$ cat config.mk
export PLATFORM = sky130hd
export DESIGN_NAME = serial_readout
export DESIGN_NICKNAME = d
export VERILOG_FILES = /design/src/rtl/serial_readout_pkg.sv /design/src/rtl/sync_ff.sv /design/src/rtl/serial_readout.sv
export SDC_FILE = /design/constraint.sdc
export NUM_CORES = 1
export LEC_CHECK = 0
export ABC_AREA = 1
export CELL_PAD_IN_SITES_DETAIL_PLACEMENT = 1
export CELL_PAD_IN_SITES_GLOBAL_PLACEMENT = 1
export CORE_ASPECT_RATIO = 0.7
export CORE_MARGIN = 2
export CORE_UTILIZATION = 47
export CTS_CLUSTER_SIZE = 16
export DETAILED_ROUTE_END_ITERATION = 12
export DONT_BUFFER_PORTS = 1
export PLACE_DENSITY = 0.75
export SETUP_SLACK_MARGIN = 0.4
export SLEW_MARGIN = 20
export SYNTH_ARGS = -nofsm -noshare
export SYNTH_HDL_FRONTEND = slang
export SYNTH_SLANG_ARGS = --single-unit
$ cat constraint.sdc
create_clock -name clk -period 1.8 [get_ports clk]
set_clock_uncertainty 0.15 [all_clocks]
set_input_delay 0.27 -clock clk [delete_from_list [all_inputs] [get_ports clk]]
set_output_delay 0.27 -clock clk [all_outputs]
set_load 0.01 [all_outputs]
$ cat src/rtl/serial_readout_pkg.sv
// Shared types and constants for the serial readout port.
// SERIAL_READOUT_STATUS_EN adds a leading 'fresh' flag bit to every frame.
package serial_readout_pkg;

  typedef enum logic [1:0] {IDLE, LOAD, SHIFT, DONE} state_t;

  localparam int DATA_W_DEFAULT = 12;

`ifdef SERIAL_READOUT_STATUS_EN
  localparam int STATUS_W = 1;
`else
  localparam int STATUS_W = 0;
`endif

  localparam int FRAME_W_DEFAULT = DATA_W_DEFAULT + STATUS_W;

endpackage

$ cat src/rtl/sync_ff.sv
// Multi-flop bit synchroniser with a configurable depth and reset value.
module sync_ff #(
  parameter int   DEPTH   = 2,
  parameter logic RST_VAL = 1'b0
) (
  input  logic clk,
  input  logic rst_n,
  input  logic d,
  output logic q
);

  logic [DEPTH-1:0] ff;

  always_ff @(posedge clk or negedge rst_n) begin
    if (!rst_n) ff <= {DEPTH{RST_VAL}};
    else        ff <= {ff[DEPTH-2:0], d};
  end

  assign q = ff[DEPTH-1];

endmodule

$ cat src/rtl/serial_readout.sv
// Slave serial readout: shadows each filter result and shifts it out MSB-first
// under an asynchronous cs_n/sclk master. SERIAL_READOUT_STATUS_EN prepends a fresh flag.
module serial_readout
  import serial_readout_pkg::*;
#(
  parameter int DATA_W      = DATA_W_DEFAULT,
  parameter int SYNC_STAGES = 2
) (
  input  logic              clk,
  input  logic              rst_n,
  input  logic [DATA_W-1:0] data_in,
  input  logic              new_data,
  input  logic              sclk,
  input  logic              cs_n,
  output logic              serial_data_out,
  output logic              busy
);

  localparam int FRAME_W = DATA_W + STATUS_W;
  localparam int CNT_W   = $clog2(FRAME_W);

  logic sclk_s, sclk_d, cs_n_s, cs_n_d;
  logic sclk_rise, cs_fall, cs_rise;

  sync_ff #(.DEPTH(SYNC_STAGES), .RST_VAL(1'b0)) u_sync_sclk (
    .clk(clk), .rst_n(rst_n), .d(sclk), .q(sclk_s));
  sync_ff #(.DEPTH(SYNC_STAGES), .RST_VAL(1'b1)) u_sync_cs (
    .clk(clk), .rst_n(rst_n), .d(cs_n), .q(cs_n_s));

  always_ff @(posedge clk or negedge rst_n) begin
    if (!rst_n) begin
      sclk_d <= 1'b0;
      cs_n_d <= 1'b1;
    end else begin
      sclk_d <= sclk_s;
      cs_n_d <= cs_n_s;
    end
  end

  assign sclk_rise = sclk_s & ~sclk_d;
  assign cs_fall   = ~cs_n_s & cs_n_d;
  assign cs_rise   = cs_n_s & ~cs_n_d;
  assign busy      = ~cs_n_s;

  // Capture once per strobe, on its rising edge.
  logic              nd_d, cap;
  logic [DATA_W-1:0] shadow, load_data;

  assign cap       = new_data & ~nd_d;
  assign load_data = cap ? data_in : shadow;

  always_ff @(posedge clk or negedge rst_n) begin
    if (!rst_n) begin
      nd_d   <= 1'b0;
      shadow <= '0;
    end else begin
      nd_d <= new_data;
      if (cap) shadow <= data_in;
    end
  end

  state_t             state, state_nxt;
  logic [FRAME_W-1:0] shreg, shreg_nxt, load_word;
  logic [CNT_W-1:0]   bitcnt, bitcnt_nxt;
  logic               sdo_nxt;

`ifdef SERIAL_READOUT_STATUS_EN
  logic fresh;

  // A capture landing in the LOAD cycle is itself new data, so it stays fresh.
  always_ff @(posedge clk or negedge rst_n) begin
    if (!rst_n)              fresh <= 1'b0;
    else if (cap)            fresh <= 1'b1;
    else if (state == LOAD)  fresh <= 1'b0;
  end

  assign load_word = {fresh | cap, load_data};
`else
  assign load_word = load_data;
`endif

  always_ff @(posedge clk or negedge rst_n) begin
    if (!rst_n) begin
      state           <= IDLE;
      shreg           <= '0;
      bitcnt          <= '0;
      serial_data_out <= 1'b0;
    end else begin
      state           <= state_nxt;
      shreg           <= shreg_nxt;
      bitcnt          <= bitcnt_nxt;
      serial_data_out <= sdo_nxt;
    end
  end

  always_comb begin
    state_nxt  = state;
    shreg_nxt  = shreg;
    bitcnt_nxt = bitcnt;
    case (state)
      IDLE: if (cs_fall) state_nxt = LOAD;
      LOAD: begin
        shreg_nxt  = load_word;
        bitcnt_nxt = CNT_W'(FRAME_W - 1);
        state_nxt  = SHIFT;
      end
      SHIFT: if (sclk_rise) begin
        shreg_nxt  = shreg << 1;
        bitcnt_nxt = bitcnt - CNT_W'(1);
        if (bitcnt == '0) state_nxt = DONE;
      end
      default: ;
    endcase
    if (cs_rise) state_nxt = IDLE;
    // Output is registered from next-state values so no input reaches it combinationally.
    sdo_nxt = (state_nxt == SHIFT) ? shreg_nxt[FRAME_W-1] : 1'b0;
  end

endmodule

* Word-level counts from Yosys, hierarchy flattened
Cells that the tools add are included.
** Storage, ports and cells
- Register bits :: 38
- Bits of input ports :: 17
- Logic and storage cells :: 39
** Operators by class
- Add/subtract/negate cells :: 1
- Equality and inequality tests :: 4
- Mux-type cells :: 11
- Bitwise logic cells :: 8
- Reduce and logical (&&, ||, !) cells :: 4
** Operators with widths (count)
- $mux W12 :: 2
- $pmux W12 S2 :: 1
- $mux W2 :: 4
- $pmux W4 S2 :: 1
- $pmux W2 S3 :: 1
- $and A1 B1 Y1 :: 4
- $eq A2 B2 Y1 const B :: 2
- $logic_not A4 Y1 :: 1
- $mux W4 :: 1
- $not A1 Y1 :: 4
- $sub A4 B1 Y4 const B :: 1
- $eq A2 B1 Y1 const B :: 1
- $logic_not A2 Y1 :: 1
- $ne A2 B2 Y1 const B :: 1
- $reduce_and A2 Y1 :: 1
- $reduce_bool A2 Y1 :: 1
- $mux W1 :: 1

* Depth between registers and ports, before layout
- Depth after elaboration :: 7
- Mapped depth :: 9

* Modules after synthesis
From an unflattened synthesis, not the netlist that was laid out.
** Unflattened totals
- Cell total of the unflattened synthesis :: 205
- Area, all modules :: 1814.2 µm²
** Modules (own cells, without submodules)
- serial_readout :: times used 1, cells each 201, area each 1711.6 µm², sequential area each 852.1 µm²
- sync_ff (u_sync_cs) :: times used 1, cells each 2, area each 52.6 µm², sequential area each 52.6 µm²
- sync_ff (u_sync_sclk) :: times used 1, cells each 2, area each 50.0 µm², sequential area each 50.0 µm²

* Worst setup path after synthesis
No wires, ideal clock.
- Kind :: register -> register
- Start point :: register state[0]
- End point :: register bitcnt[2]
- Library setup time :: 0.095 ns
- Arrival time :: 1.249 ns
- Data required time :: 1.555 ns
- Slack :: 0.306 ns
- Cell stages (with the launch flop) :: 10
- Buffers on the path :: 1
- Clock period less this slack :: 1.494 ns
- Cell sequence :: dfrtp_1 > inv_1 > ha_1 > inv_2 > nand2_2 > nand2_4 > inv_4 > buf_6 > nand2_1 > o31ai_1
** Between the ends
- Longest elaborated chain between the ends :: 3
- Elaborated cells on any way between the ends :: 6
- Classes of those cells :: eq/ne: 3; mux: 1; reduce/logical: 2
** Ends and longest elaborated chain
- start, declared :: RTL line serial_readout.sv:62 : state_t state, state_nxt;
- start signal, assigned :: RTL line serial_readout.sv:89 : state <= state_nxt;
- $eq A2 B2 Y1 / $eq A2 B1 Y1 (equally long branches) :: RTL line serial_readout.sv:100 : case (state)
- $ne A2 B2 Y1 (no line) / $reduce_bool A2 Y1 (equally long branches)
- $reduce_and A2 Y1 (no line)
- end signal, assigned :: RTL line serial_readout.sv:91 : bitcnt <= bitcnt_nxt;
- end, declared :: RTL line serial_readout.sv:64 : logic [CNT_W-1:0] bitcnt, bitcnt_nxt;
Parallel ways exist; a longest one is shown, timed or not.
A chain may end at the register's enable or synchronous reset.

* Worst setup path after layout
- Start point :: register state[0]
- End point :: register shreg[9]
** Between the ends
- Longest elaborated chain between the ends :: 3
- Elaborated cells on any way between the ends :: 6
- Classes of those cells :: eq/ne: 3; mux: 1; reduce/logical: 2
** Ends and longest elaborated chain
- $eq A2 B2 Y1 / $eq A2 B1 Y1 (equally long branches) :: RTL line serial_readout.sv:100
- $ne A2 B2 Y1 (no line) / $reduce_bool A2 Y1 (equally long branches)
- $reduce_and A2 Y1 (no line)
- end signal, assigned :: RTL line serial_readout.sv:90 : shreg <= shreg_nxt;
- end, declared :: RTL line serial_readout.sv:63 : logic [FRAME_W-1:0] shreg, shreg_nxt, load_word;
Parallel ways exist; a longest one is shown, timed or not.

==> summary by stage <==
Outcome
The run finished with clean final reports.

Floorplan
After floorplanning, the core was sized to cover 3600 µm². From bottom edge to top edge, the die measures 55.9 µm. The cell row count is 18. The starting density of the core is 50.3%.

The die is 78.2 µm wide. The top-level port count is 19. The floorplan step defined a die boundary enclosing 4380 µm².

Setup path
The type of origin of the critical path is a flop. Along the worst path, the maximum fanout reaches 8. The worst setup path is captured at a flop. For the worst setup path, the data required time is 1.83 ns.

The largest stage delay on the critical path is 0.42 ns. The critical path is of the reg -> reg type. The slowest stage of the critical path is the dfrtp_1 cell. In this run the critical register-to-register path is launched from state[0]. Traced cell by cell, the critical path runs through inv_2 > ha_4 > inv_4 > nand2_4 > nand2_8 > inv_12 > nor2_8 > nand2_1 > o21ai_1. The reg-to-reg setup timing slack is 0.24 ns. The capture point of the worst reg-to-reg path is shreg[9]. The number of cells on the worst reg-to-reg path is 9.

Data arrives at the worst endpoint at 1.59 ns.

Synth
After synthesis, flip-flops and latches occupy 52.7% of the total area. The most common cell in the netlist is nand2_1. By area the synthesized netlist is led by dfrtp_1 48%, nand2_1 16%, inv_1 5.6%.

For this run, the number of Yosys warnings is 0. The post-synthesis net count is 228. In the synthesized netlist the dominant register cell turns out to be dfrtp_1. For this run, asynchronously set or reset flops after synthesis account for 100%.

The post-synthesis instance total is 205. The largest total area in the synthesized netlist belongs to dfrtp_1. Counting flops and latches in the post-synthesis netlist gives 38. Yosys mapped a number of flops with a built-in enable equal to 0.

The share of synthesized area in the top cell type comes to 48.3%. Averaged over all synthesized cells, the footprint is 8.84 µm². The count of cell types in the netlist is 31. After synthesis the cells add up to 1810 µm². Counting instances in the post-synthesis netlist gives the leading cell types as 77 x nand2_1, 35 x dfrtp_1, 27 x inv_1.

Power and ir drop
The internal portion of the total power is 1.93 mW. The leakage power summed over all cells is 1.16 nW. The total power per unit cell area is 1370 nW/µm². For this design the total switching power over the nets is 1.25 mW. The design draws 3.19 mW.

The combinational share of power is 42.1%. The clock network accounts for 19.3% of the total power. The sequential fraction of design power is 38.7%.

The worst voltage drop across the vdd grid is 0.613 mV. Net switching is 39.3% of the power.

Global route
The first global-routing pass estimated 7.89 mm of wire. The number of antenna violations at the first check in global routing is 0. After global routing the overflow that remains totals 0. The via count of the first global-routing pass is 1545. Global routing used 24.6% of the available tracks across all layers. Entering global routing, the biggest net connects 39 pins.

Timing
Setup violations remaining at the end of the flow were counted as 0. The max-slew violation count came to 0. For this run, the top clock speed supported by timing is 640 MHz. Setup repair after global routing could not meet its margin everywhere. Measured against its own limit, the worst slew margin works out to 81.6%. The number of hold violations in the final report is 0. After layout, the worst path uses 86.8% of the clock period. The time the final worst path needs with I/O delays and setup is 1.56 ns.

For the pin with the worst max-slew slack, the measured transition is 0.274 ns. For the final routed database, the setup TNS stands at 0 ns. The final worst-path setup slack is 0.238 ns. Hold is met by 0.00904 ns.

Hold path
For hold timing, the worst endpoint is shadow[5]. The path class of the tightest hold or removal check is in -> reg. Counting instances, the worst hold path has a depth of 1. In this run the most critical hold path is launched from data_in[5].

Placement
The count of input and output buffers is 0. The wire-length estimate of the detail-placed layout is 2.95 mm. The worst slack after detailed placement is 0.174 ns. The congestion estimate from routability-driven global placement came to 0.760.

Drt
After detailed routing, the number of vias per cell comes to 5.00. Detailed routing inserted a total of 1420 vias. The final routed wire length divided by cell count is 17.6 µm. The count of unresolved DRC violations after routing is 0. The total wire length after detailed routing is 5.01 mm. The number of DRC violations after detailed-routing iteration 0 is 50. The number of nets with antenna violations after routing is 0. The pre-antenna-repair detailed-routing pass consisted of 4 iterations.

Final layout
The layout cell share with drive strength beyond 1 is 27.8%. The repair_antennas step left the layout with diodes totalling 0. The count of fill cells added during filler insertion is 409. From synthesis to final layout, the design area changed by 28.1%. The final design utilization is 64.4%. After the last flow step, the layout net total stands at 256.

Clocking
The tree built by TritonCTS fans out to 38 sinks. The root buffer cell is clkbuf_8. TritonCTS built the clock tree. The clock reaches the later pin of the worst-skew pair after 0.30 ns. In this run, CTS created clock tree buffers numbering 5.

The number of buffers on the longest clock path is 2. After clock tree synthesis, the clock-pin slew on the worst setup and hold paths is 0.08 ns. CTS built an H-tree with a depth of 2.

Job
Across the run, the number of max-cap violations was 0.
## state kept, by name, indices dropped and copies added, names as in the netlist
name and flops:
nd_d 1, sclk_d 1, cs_n_d 1, serial_data_out 1
u_sync_cs.ff 2, state 2, u_sync_sclk.ff 2, shreg 12
bitcnt 4, shadow 12
## metrics by stage
stage,cells,cell area [µm²]
floorplan,205,1840
global placement,252,1870
detailed placement,252,1870
CTS,282,2270
global route,284,2320
finish,284,2320
## critical path: cells and delay by family (launching register included)
kind | cells | cell delay (ns)
flops | 1 | 0.42
simple gates | 4 | 0.31
buf+inv | 3 | 0.28
fa+ha+maj | 1 | 0.22
compound gates | 1 | 0.05
## cells by family after synthesis
family	synth area share, %
DFF	52.7
buffers and inverters	8.77
xor gates and xnor gates	0.484
adders and majority gates	4.14
and+or+nand+nor	24.1
AOI/OAI and AO/OA	9.81
## repair_timing
item	CTS	global route
cloned	1	0
hold endpoints to repair	50	0
hold buffers	14	0
setup buffers	7	2
pin swaps	15	8
endpoints found under the setup margin	17	18
resized for setup	26	14
## cells in the final DEF, fill, tap and decap left out, types with 3 or more instances in the layout
| cell | netlist | routed |
|---|---|---|
| dlygate4sd3_1 | 0 | 13 |
| ha_1 | 6 | 3 |
| nand2_2 | 2 | 15 |
| a21oi_2 | 1 | 5 |
| o211ai_1 | 3 | 3 |
| inv_2 | 3 | 5 |
| buf_4 | 1 | 7 |
| dfstp_2 | 3 | 3 |
| inv_1 | 27 | 24 |
| nor2_1 | 5 | 5 |
| o21ai_1 | 2 | 6 |
| nand2_1 | 77 | 63 |
| dfrtp_1 | 35 | 34 |
| clkbuf_8 | 0 | 6 |
| o21a_1 | 8 | 8 |
| ha_4 | 0 | 3 |
## metal layers
layer | track usage (%) | vias up | wire length, µm
li1 | - | 690 | -
met1 | 32.0 | 694 | 2300
met2 | 39.9 | 27 | 2420
met3 | 5.03 | 9 | 200
met4 | 10.8 | 0 | 88
met5 | 0 | - | 0
## power by group through the flow
stage	registers, mW	clock network [mW]	logic (mW)
2_1_floorplan	1.18	0	0.715
3_3_place_gp	1.21	0	0.838
3_5_place_dp	1.22	0	0.902
4_1_cts	1.21	0.626	1.23
5_1_grt	1.26	0.648	1.47
6_report	1.23	0.614	1.34
## area by class of cell
class / count / area [µm²] / share of cell area, %
clock inverters: 1 / 5.00 / 0.216
repair buffers: 24 / 240 / 10.4
clock buffers: 7 / 86.3 / 3.72
flip-flops and latches: 38 / 956 / 41.2
inverters: 32 / 140 / 6.04
multi-input cells: 132 / 831 / 35.8
well taps: 50 / 62.6 / 2.70
## worst max path at each step
stage | endpoint | slack (ns) | startpoint | cells past startpoint
final | shreg[9] | 0.24 | state[0] | 9
after global routing | bitcnt[2] | 0.17 | state[0] | 7
after CTS | shreg[9] | 0.26 | state[0] | 9
after detailed placement | shreg[2] | 0.17 | state[0] | 9
after global placement | shreg[2] | 0.23 | state[0] | 9
after floorplan | bitcnt[2] | 0.40 | state[0] | 9
Power figures use the tool's default switching activity.
